`config.mk`:
```
export PLATFORM = sky130hd
export DESIGN_NAME = memory_controller
export DESIGN_NICKNAME = d
export VERILOG_FILES = /design/src/rtl/memory_controller.sv
export SDC_FILE = /design/constraint.sdc
export NUM_CORES = 1
export LEC_CHECK = 0
export ABC_AREA = 1
export CORE_MARGIN = 2
export CORE_UTILIZATION = 43
export DETAILED_ROUTE_END_ITERATION = 7
export PLACE_DENSITY = 0.86
export SLEW_MARGIN = 0
export SYNTH_ARGS = -nofsm -noshare
export SYNTH_HDL_FRONTEND = slang
export SYNTH_SLANG_ARGS = --single-unit
```
`constraint.sdc`:
```
create_clock -name clk -period 2 [get_ports clk]
set_input_delay 0.5 -clock clk [delete_from_list [all_inputs] [get_ports clk]]
set_output_delay 0.5 -clock clk [all_outputs]
set_load 0.01 [all_outputs]
```
`src/rtl/memory_controller.sv`:
```
// memory_controller
// -----------------------------------------------------------------------------
// Sequences one read or one write between the datapath MAR/MDR pair and a
// synchronous RAM with a ready/acknowledge handshake. The control unit issues
// one-cycle read_req / write_req pulses and waits for the done pulse.
//
// Optional feature: define MEMC_TIMEOUT_EN to abort a transaction when
// mem_ready does not arrive within TIMEOUT cycles (done and err pulse together).
// Without it the controller waits for mem_ready indefinitely and err stays 0.
//
// Ports:
//   clk        in   system clock, rising-edge active
//   clr        in   asynchronous active-low reset
//   read_req   in   one-cycle pulse: start a read
//   write_req  in   one-cycle pulse: start a write (a simultaneous read wins)
//   mar_addr   in   MAR output; low ADDR_W bits are the RAM word address
//   mdr_q      in   MDR output, used as write data
//   mem_rdata  in   RAM read data, valid with mem_ready during a read
//   mem_ready  in   RAM acknowledge
//   mem_addr   out  registered RAM address
//   mem_wdata  out  registered RAM write data
//   mem_rd     out  RAM read strobe
//   mem_wr     out  RAM write strobe
//   Mdatain    out  captured read word feeding the MDR input mux
//   mdr_read   out  MDR mux select (1 = Mdatain)
//   mdr_en     out  MDR load enable
//   busy       out  transaction in progress
//   done       out  one-cycle completion pulse
//   err        out  one-cycle timeout pulse
// -----------------------------------------------------------------------------
module memory_controller #(
    parameter int ADDR_W  = 9,
    parameter int DATA_W  = 32,
    parameter int TIMEOUT = 16
) (
    input  logic              clk,
    input  logic              clr,
    input  logic              read_req,
    input  logic              write_req,
    input  logic [31:0]       mar_addr,
    input  logic [DATA_W-1:0] mdr_q,
    input  logic [DATA_W-1:0] mem_rdata,
    input  logic              mem_ready,
    output logic [ADDR_W-1:0] mem_addr,
    output logic [DATA_W-1:0] mem_wdata,
    output logic              mem_rd,
    output logic              mem_wr,
    output logic [DATA_W-1:0] Mdatain,
    output logic              mdr_read,
    output logic              mdr_en,
    output logic              busy,
    output logic              done,
    output logic              err
);

    typedef enum logic [2:0] {
        S_IDLE    = 3'd0,
        S_RD_REQ  = 3'd1,
        S_RD_LOAD = 3'd2,
        S_WR_REQ  = 3'd3,
        S_DONE    = 3'd4
    } state_t;

    state_t              r_state;
    logic [ADDR_W-1:0]   r_mem_addr;
    logic [DATA_W-1:0]   r_mem_wdata;
    logic                r_mem_rd;
    logic                r_mem_wr;
    logic [DATA_W-1:0]   r_mdatain;
    logic                r_mdr_read;
    logic                r_mdr_en;
    logic                r_busy;
    logic                r_done;
    logic                r_err;

    // Upper MAR bits address nothing in this RAM.
    logic w_unused_mar_hi;
    assign w_unused_mar_hi = ^mar_addr[31:ADDR_W];

`ifdef MEMC_TIMEOUT_EN
    localparam int CNT_W = (TIMEOUT > 2) ? $clog2(TIMEOUT) : 1;
    logic [CNT_W-1:0] r_cnt;
    logic             w_terminal;
    // Terminal count: this is the last cycle the strobe may wait for mem_ready.
    assign w_terminal = (r_cnt == CNT_W'(TIMEOUT - 1));
`else
    localparam int UNUSED_TIMEOUT = TIMEOUT;
`endif

    // Transaction FSM; every output is a register updated here.
    always_ff @(posedge clk or negedge clr) begin
        if (!clr) begin
            r_state     <= S_IDLE;
            r_mem_addr  <= {ADDR_W{1'b0}};
            r_mem_wdata <= {DATA_W{1'b0}};
            r_mem_rd    <= 1'b0;
            r_mem_wr    <= 1'b0;
            r_mdatain   <= {DATA_W{1'b0}};
            r_mdr_read  <= 1'b0;
            r_mdr_en    <= 1'b0;
            r_busy      <= 1'b0;
            r_done      <= 1'b0;
            r_err       <= 1'b0;
`ifdef MEMC_TIMEOUT_EN
            r_cnt       <= {CNT_W{1'b0}};
`endif
        end else begin
            // done/err are pulses: only the transition into DONE raises them.
            r_done <= 1'b0;
            r_err  <= 1'b0;
            case (r_state)
                S_IDLE: begin
                    r_busy <= 1'b0;
`ifdef MEMC_TIMEOUT_EN
                    r_cnt  <= {CNT_W{1'b0}};
`endif
                    if (read_req) begin
                        // Read has priority; a simultaneous write is dropped.
                        r_mem_addr <= mar_addr[ADDR_W-1:0];
                        r_mem_rd   <= 1'b1;
                        r_busy     <= 1'b1;
                        r_state    <= S_RD_REQ;
                    end else if (write_req) begin
                        r_mem_addr  <= mar_addr[ADDR_W-1:0];
                        r_mem_wdata <= mdr_q;
                        r_mem_wr    <= 1'b1;
                        r_busy      <= 1'b1;
                        r_state     <= S_WR_REQ;
                    end else begin
                        r_state <= S_IDLE;
                    end
                end
                S_RD_REQ: begin
                    if (mem_ready) begin
                        r_mdatain  <= mem_rdata;
                        r_mem_rd   <= 1'b0;
                        r_mdr_read <= 1'b1;
                        r_mdr_en   <= 1'b1;
                        r_state    <= S_RD_LOAD;
`ifdef MEMC_TIMEOUT_EN
                    end else if (w_terminal) begin
                        // Abort: no MDR load, Mdatain keeps its old value.
                        r_mem_rd <= 1'b0;
                        r_done   <= 1'b1;
                        r_err    <= 1'b1;
                        r_state  <= S_DONE;
                    end else begin
                        r_cnt <= r_cnt + CNT_W'(1);
`else
                    end else begin
                        r_mem_rd <= 1'b1;
`endif
                    end
                end
                S_RD_LOAD: begin
                    // MDR captures Mdatain on this edge; select/enable drop now.
                    r_mdr_read <= 1'b0;
                    r_mdr_en   <= 1'b0;
                    r_done     <= 1'b1;
                    r_state    <= S_DONE;
                end
                S_WR_REQ: begin
                    if (mem_ready) begin
                        r_mem_wr <= 1'b0;
                        r_done   <= 1'b1;
                        r_state  <= S_DONE;
`ifdef MEMC_TIMEOUT_EN
                    end else if (w_terminal) begin
                        r_mem_wr <= 1'b0;
                        r_done   <= 1'b1;
                        r_err    <= 1'b1;
                        r_state  <= S_DONE;
                    end else begin
                        r_cnt <= r_cnt + CNT_W'(1);
`else
                    end else begin
                        r_mem_wr <= 1'b1;
`endif
                    end
                end
                S_DONE: begin
                    // Requests seen in this cycle are deliberately ignored.
                    r_busy  <= 1'b0;
                    r_state <= S_IDLE;
                end
                default: begin
                    r_mem_rd   <= 1'b0;
                    r_mem_wr   <= 1'b0;
                    r_mdr_read <= 1'b0;
                    r_mdr_en   <= 1'b0;
                    r_busy     <= 1'b0;
                    r_state    <= S_IDLE;
                end
            endcase
        end
    end

    assign mem_addr  = r_mem_addr;
    assign mem_wdata = r_mem_wdata;
    assign mem_rd    = r_mem_rd;
    assign mem_wr    = r_mem_wr;
    assign Mdatain   = r_mdatain;
    assign mdr_read  = r_mdr_read;
    assign mdr_en    = r_mdr_en;
    assign busy      = r_busy;
    assign done      = r_done;
    assign err       = r_err;

endmodule

```
==> insert_results.sql <==
INSERT INTO impl_metrics (metric_group, metric, value, unit) VALUES
('routing', 'detailed_route_iter0_violations', '97', ''),
('logic_synthesis', 'ys_warn_count', '0', ''),
('setup_path', 'critPathMaxFanout', '3', ''),
('floorplanning', 'core_region_area', '7770', 'um^2'),
('finish', 'nNetsFinal', '622', ''),
('setup_path', 'crit_cells', '1', ''),
('clock_network', 'cts-hold-fix-buffers', '0', ''),
('sta', 'setup-violations-final', '0', ''),
('power_and_ir_drop', 'vdd_drop_max', '0.764', 'mV'),
('logic_synthesis', 'synth_seq_area_share', '58.7', '%'),
('routing', 'finalWirelength', '8480', 'um'),
('sta', 'max_freq', '0.564', 'GHz'),
('finish', 'drive_gt1_share', '10.5', '%'),
('sta', 'number_of_hold_violations_in_the_final_report', '0', ''),
('sta', 'slew_violations', '0', ''),
('routing', 'number_of_vias_in_the_routed_layout', '2944', ''),
('logic_synthesis', 'syn_area_per_cell', '9.34', 'um^2'),
('floorplanning', 'die_outline_area', '8770', 'um^2'),
('placement', 'numPortBuffers', '156', ''),
('setup_path', 'timing.critical_path.cells', 'clkdlybuf4s50_1', ''),
('setup_path', 'worstSetupPathType', 'reg -> out', ''),
('setup_path', 'r2r.worst_path.cells', '6', ''),
('clock_network', 'post-cts-setup-buffers', '0', ''),
('setup_path', 'cp_data_arrival_time', '1.27', 'ns'),
('setup_path', 'cp-start-kind', 'register', ''),
('power_and_ir_drop', 'total_leakage_power', '2.60', 'nW'),
('logic_synthesis', 'synthesis.area', '3450', 'um^2'),
('clock_network', 'cts.root.buffer_cell', 'sky130_fd_sc_hd__clkbuf_8', ''),
('floorplanning', 'top_level_ports', '181', ''),
('floorplanning', 'initial_util', '44.5', '%'),
('clock_network', 'cts_made_buffers', '9', ''),
('sta', 'timing.final.crit_share', '88.7', '%'),
('setup_path', 'critPathTopFamily', 'buffers and inverters', ''),
('finish', 'multi_input_area', '1070', 'um^2'),
('routing', 'detail-route-antenna-nets', '0', ''),
('placement', 'gp_routability_congestion', '0.746', ''),
('logic_synthesis', 'mappedNetlistNets', '471', ''),
('floorplanning', 'die_height', '93.6', 'um'),
('routing', 'viasPerCell', '4.69', ''),
('power_and_ir_drop', 'power.density_cell_area', '1510', 'nW/um^2'),
('setup_path', 'worstSetupEndpointType', 'output port', ''),
('finish', 'filler_cell_count', '598', ''),
('routing', 'firstDrtPassIters', '4', ''),
('placement', 'dp_hpwl', '6250', 'um'),
('sta', 'tns', '0', 'ns'),
('setup_path', 'worstPathRequired', '1.50', 'ns'),
('logic_synthesis', 'ys_seq_elements', '81', ''),
('global_routing', 'total_global_routing_overflow', '0', ''),
('clock_network', 'clk-insertion-delay-late', '0.34', 'ns'),
('floorplanning', 'dieWidth', '93.6', 'um'),
('job', 'max-cap-violations', '0', ''),
('global_routing', 'grt_first_pass_wirelength', '13700', 'um'),
('clock_network', 'cts_num_sinks', '81', ''),
('global_routing', 'grt_pass1_vias', '2947', ''),
('logic_synthesis', 'yosysUniqueCellTypes', '24', ''),
('setup_path', 'timing.critical_path.slowest_cell_delay', '0.56', 'ns'),
('clock_network', 'htree_num_levels', '3', ''),
('finish', 'syn_to_final_growth', '52.8', '%'),
('outcome', 'outcome', 'complete, no violations', ''),
('setup_path', 'max_stage_delay_cell_worst_path', 'sky130_fd_sc_hd__clkdlybuf4s50_1', ''),
('clock_network', 'cts.path.max_buffers', '2', ''),
('sta', 'unrepaired_setup_endpoints_after_global_routing', 'false', ''),
('logic_synthesis', 'synth_cells', '370', ''),
('routing', 'detail_route.wl_per_cell', '13.5', 'um'),
('global_routing', 'global_route.usage.total', '20.1', '%'),
('routing', 'remaining_drc_errors', '0', ''),
('global_routing', 'grt_start_max_net_pins', '66', ''),
('sta', 'final_period_minus_worst_setup_slack', '1.77', 'ns'),
('worst_hold_path', 'hold_class', 'in -> async', ''),
('sta', 'finalClockSkew', '0.00638', 'ns'),
('setup_path', 'path_buf_inv', '1', ''),
('finish', 'area.sequential', '2030', 'um^2'),
('clock_network', 'cts_tree', 'built', ''),
('finish', 'n_antenna_cell', '0', ''),
('sta', 'timing.hold.ws', '0.0970', 'ns'),
('floorplanning', 'floorplan.rows', '32', ''),
('clock_network', 'clk_transition_reported_paths', '0.08', 'ns'),
('clock_network', 'post_cts_sizing_count', '0', ''),
('global_routing', 'antenna_found_initial', '0', '');
[cell families after synthesis]
| family | synth area share [%] |
|---|---|
| DFF | 58.7 |
| AOI/OAI and AO/OA | 7.68 |
| other | 0.109 |
| buffers and inverters | 10.3 |
| and+or+nand+nor | 23.3 |
[cell usage after synthesis, drive strengths merged]
cell | n | area [um^2]
nor3 | 2 | 10.0
inv | 41 | 154
nand2 | 135 | 512
clkbuf | 2 | 8.75
nand3 | 46 | 240
buf | 20 | 193
o21ai | 35 | 265
dfrtp | 81 | 2030
nor2 | 6 | 35.0
or2 | 1 | 6.26
conb | 1 | 3.75
[sequential cells by signal, indices dropped and copies added (netlist names), 3 cells and up]
signal     count
Mdatain       32
mem_addr       9
mem_wdata     32
r_state        3
[final timing paths]
kind                                   from            end  slack [ns]
worst max-delay path                 mdr_en         mdr_en        0.23
worst min-delay path                    clr    Mdatain[24]         0.1
worst max register to register   r_state[0]  mem_wdata[19]        0.63
worst min register to register  mem_addr[8]    mem_addr[8]        0.47
max in group asynchronous               clr  mem_wdata[12]        1.30
min in group clk                mem_addr[8]    mem_addr[8]        0.47
[layout by cell type (no fill, tap or decap), types with 4 or more instances in the layout]
| master | Yosys | routed |
|---|---|---|
| sky130_fd_sc_hd__dfrtp_1 | 81 | 81 |
| sky130_fd_sc_hd__o21ai_1 | 8 | 8 |
| sky130_fd_sc_hd__o21ai_2 | 24 | 24 |
| sky130_fd_sc_hd__nand2_1 | 133 | 133 |
| sky130_fd_sc_hd__buf_12 | 3 | 4 |
| sky130_fd_sc_hd__inv_1 | 39 | 39 |
| sky130_fd_sc_hd__clkbuf_8 | 0 | 10 |
| sky130_fd_sc_hd__nand3_1 | 44 | 44 |
| sky130_fd_sc_hd__clkdlybuf4s50_1 | 0 | 155 |
[stage by stage]
step | instances | power (mW) | worst slack [ns] | instance area [um^2] | util (%)
2_1_floorplan | 370 | 4.69 | 0.750 | 3450 | -
3_3_place_gp | 612 | 6.44 | 0.285 | 5030 | 64.8
3_5_place_dp | 612 | 6.59 | 0.235 | 5030 | 64.8
4_1_cts | 628 | 8.05 | 0.195 | 5280 | 68.0
5_1_grt | 628 | 8.53 | 0.168 | 5280 | 68.0
6_report | 628 | 7.96 | 0.227 | 5280 | 68.0
[final cells by class]
type,count,area share (%)
repair buffers,162,31.3
clock buffers,11,2.68
well taps,102,2.42
flip-flops and latches,81,38.4
multi-input cells,226,20.3
inverters,41,2.92
clock inverters,5,1.94
[report_power, final]
| group | switching, mW | total (mW) | internal (mW) | leakage [nW] |
|---|---|---|---|---|
| combinational | 1.74 | 3.68 | 1.94 | 1.47 |
| clock | 0.566 | 1.43 | 0.862 | 0.120 |
| sequential | 0.451 | 2.84 | 2.39 | 1.01 |
| total | 2.76 | 7.96 | 5.20 | 2.60 |
[per-layer routing]
layer / GRT usage (%) / vias to the layer above / wire [um]
met2: 33.3 / 124 / 4050
met1: 24.7 / 1364 / 3540
li1: - / 1446 / -
met5: 0 / - / 0
met3: 5.88 / 10 / 773
met4: 8.21 / 0 / 112
No activity file was read; power rests on OpenSTA's default activity.
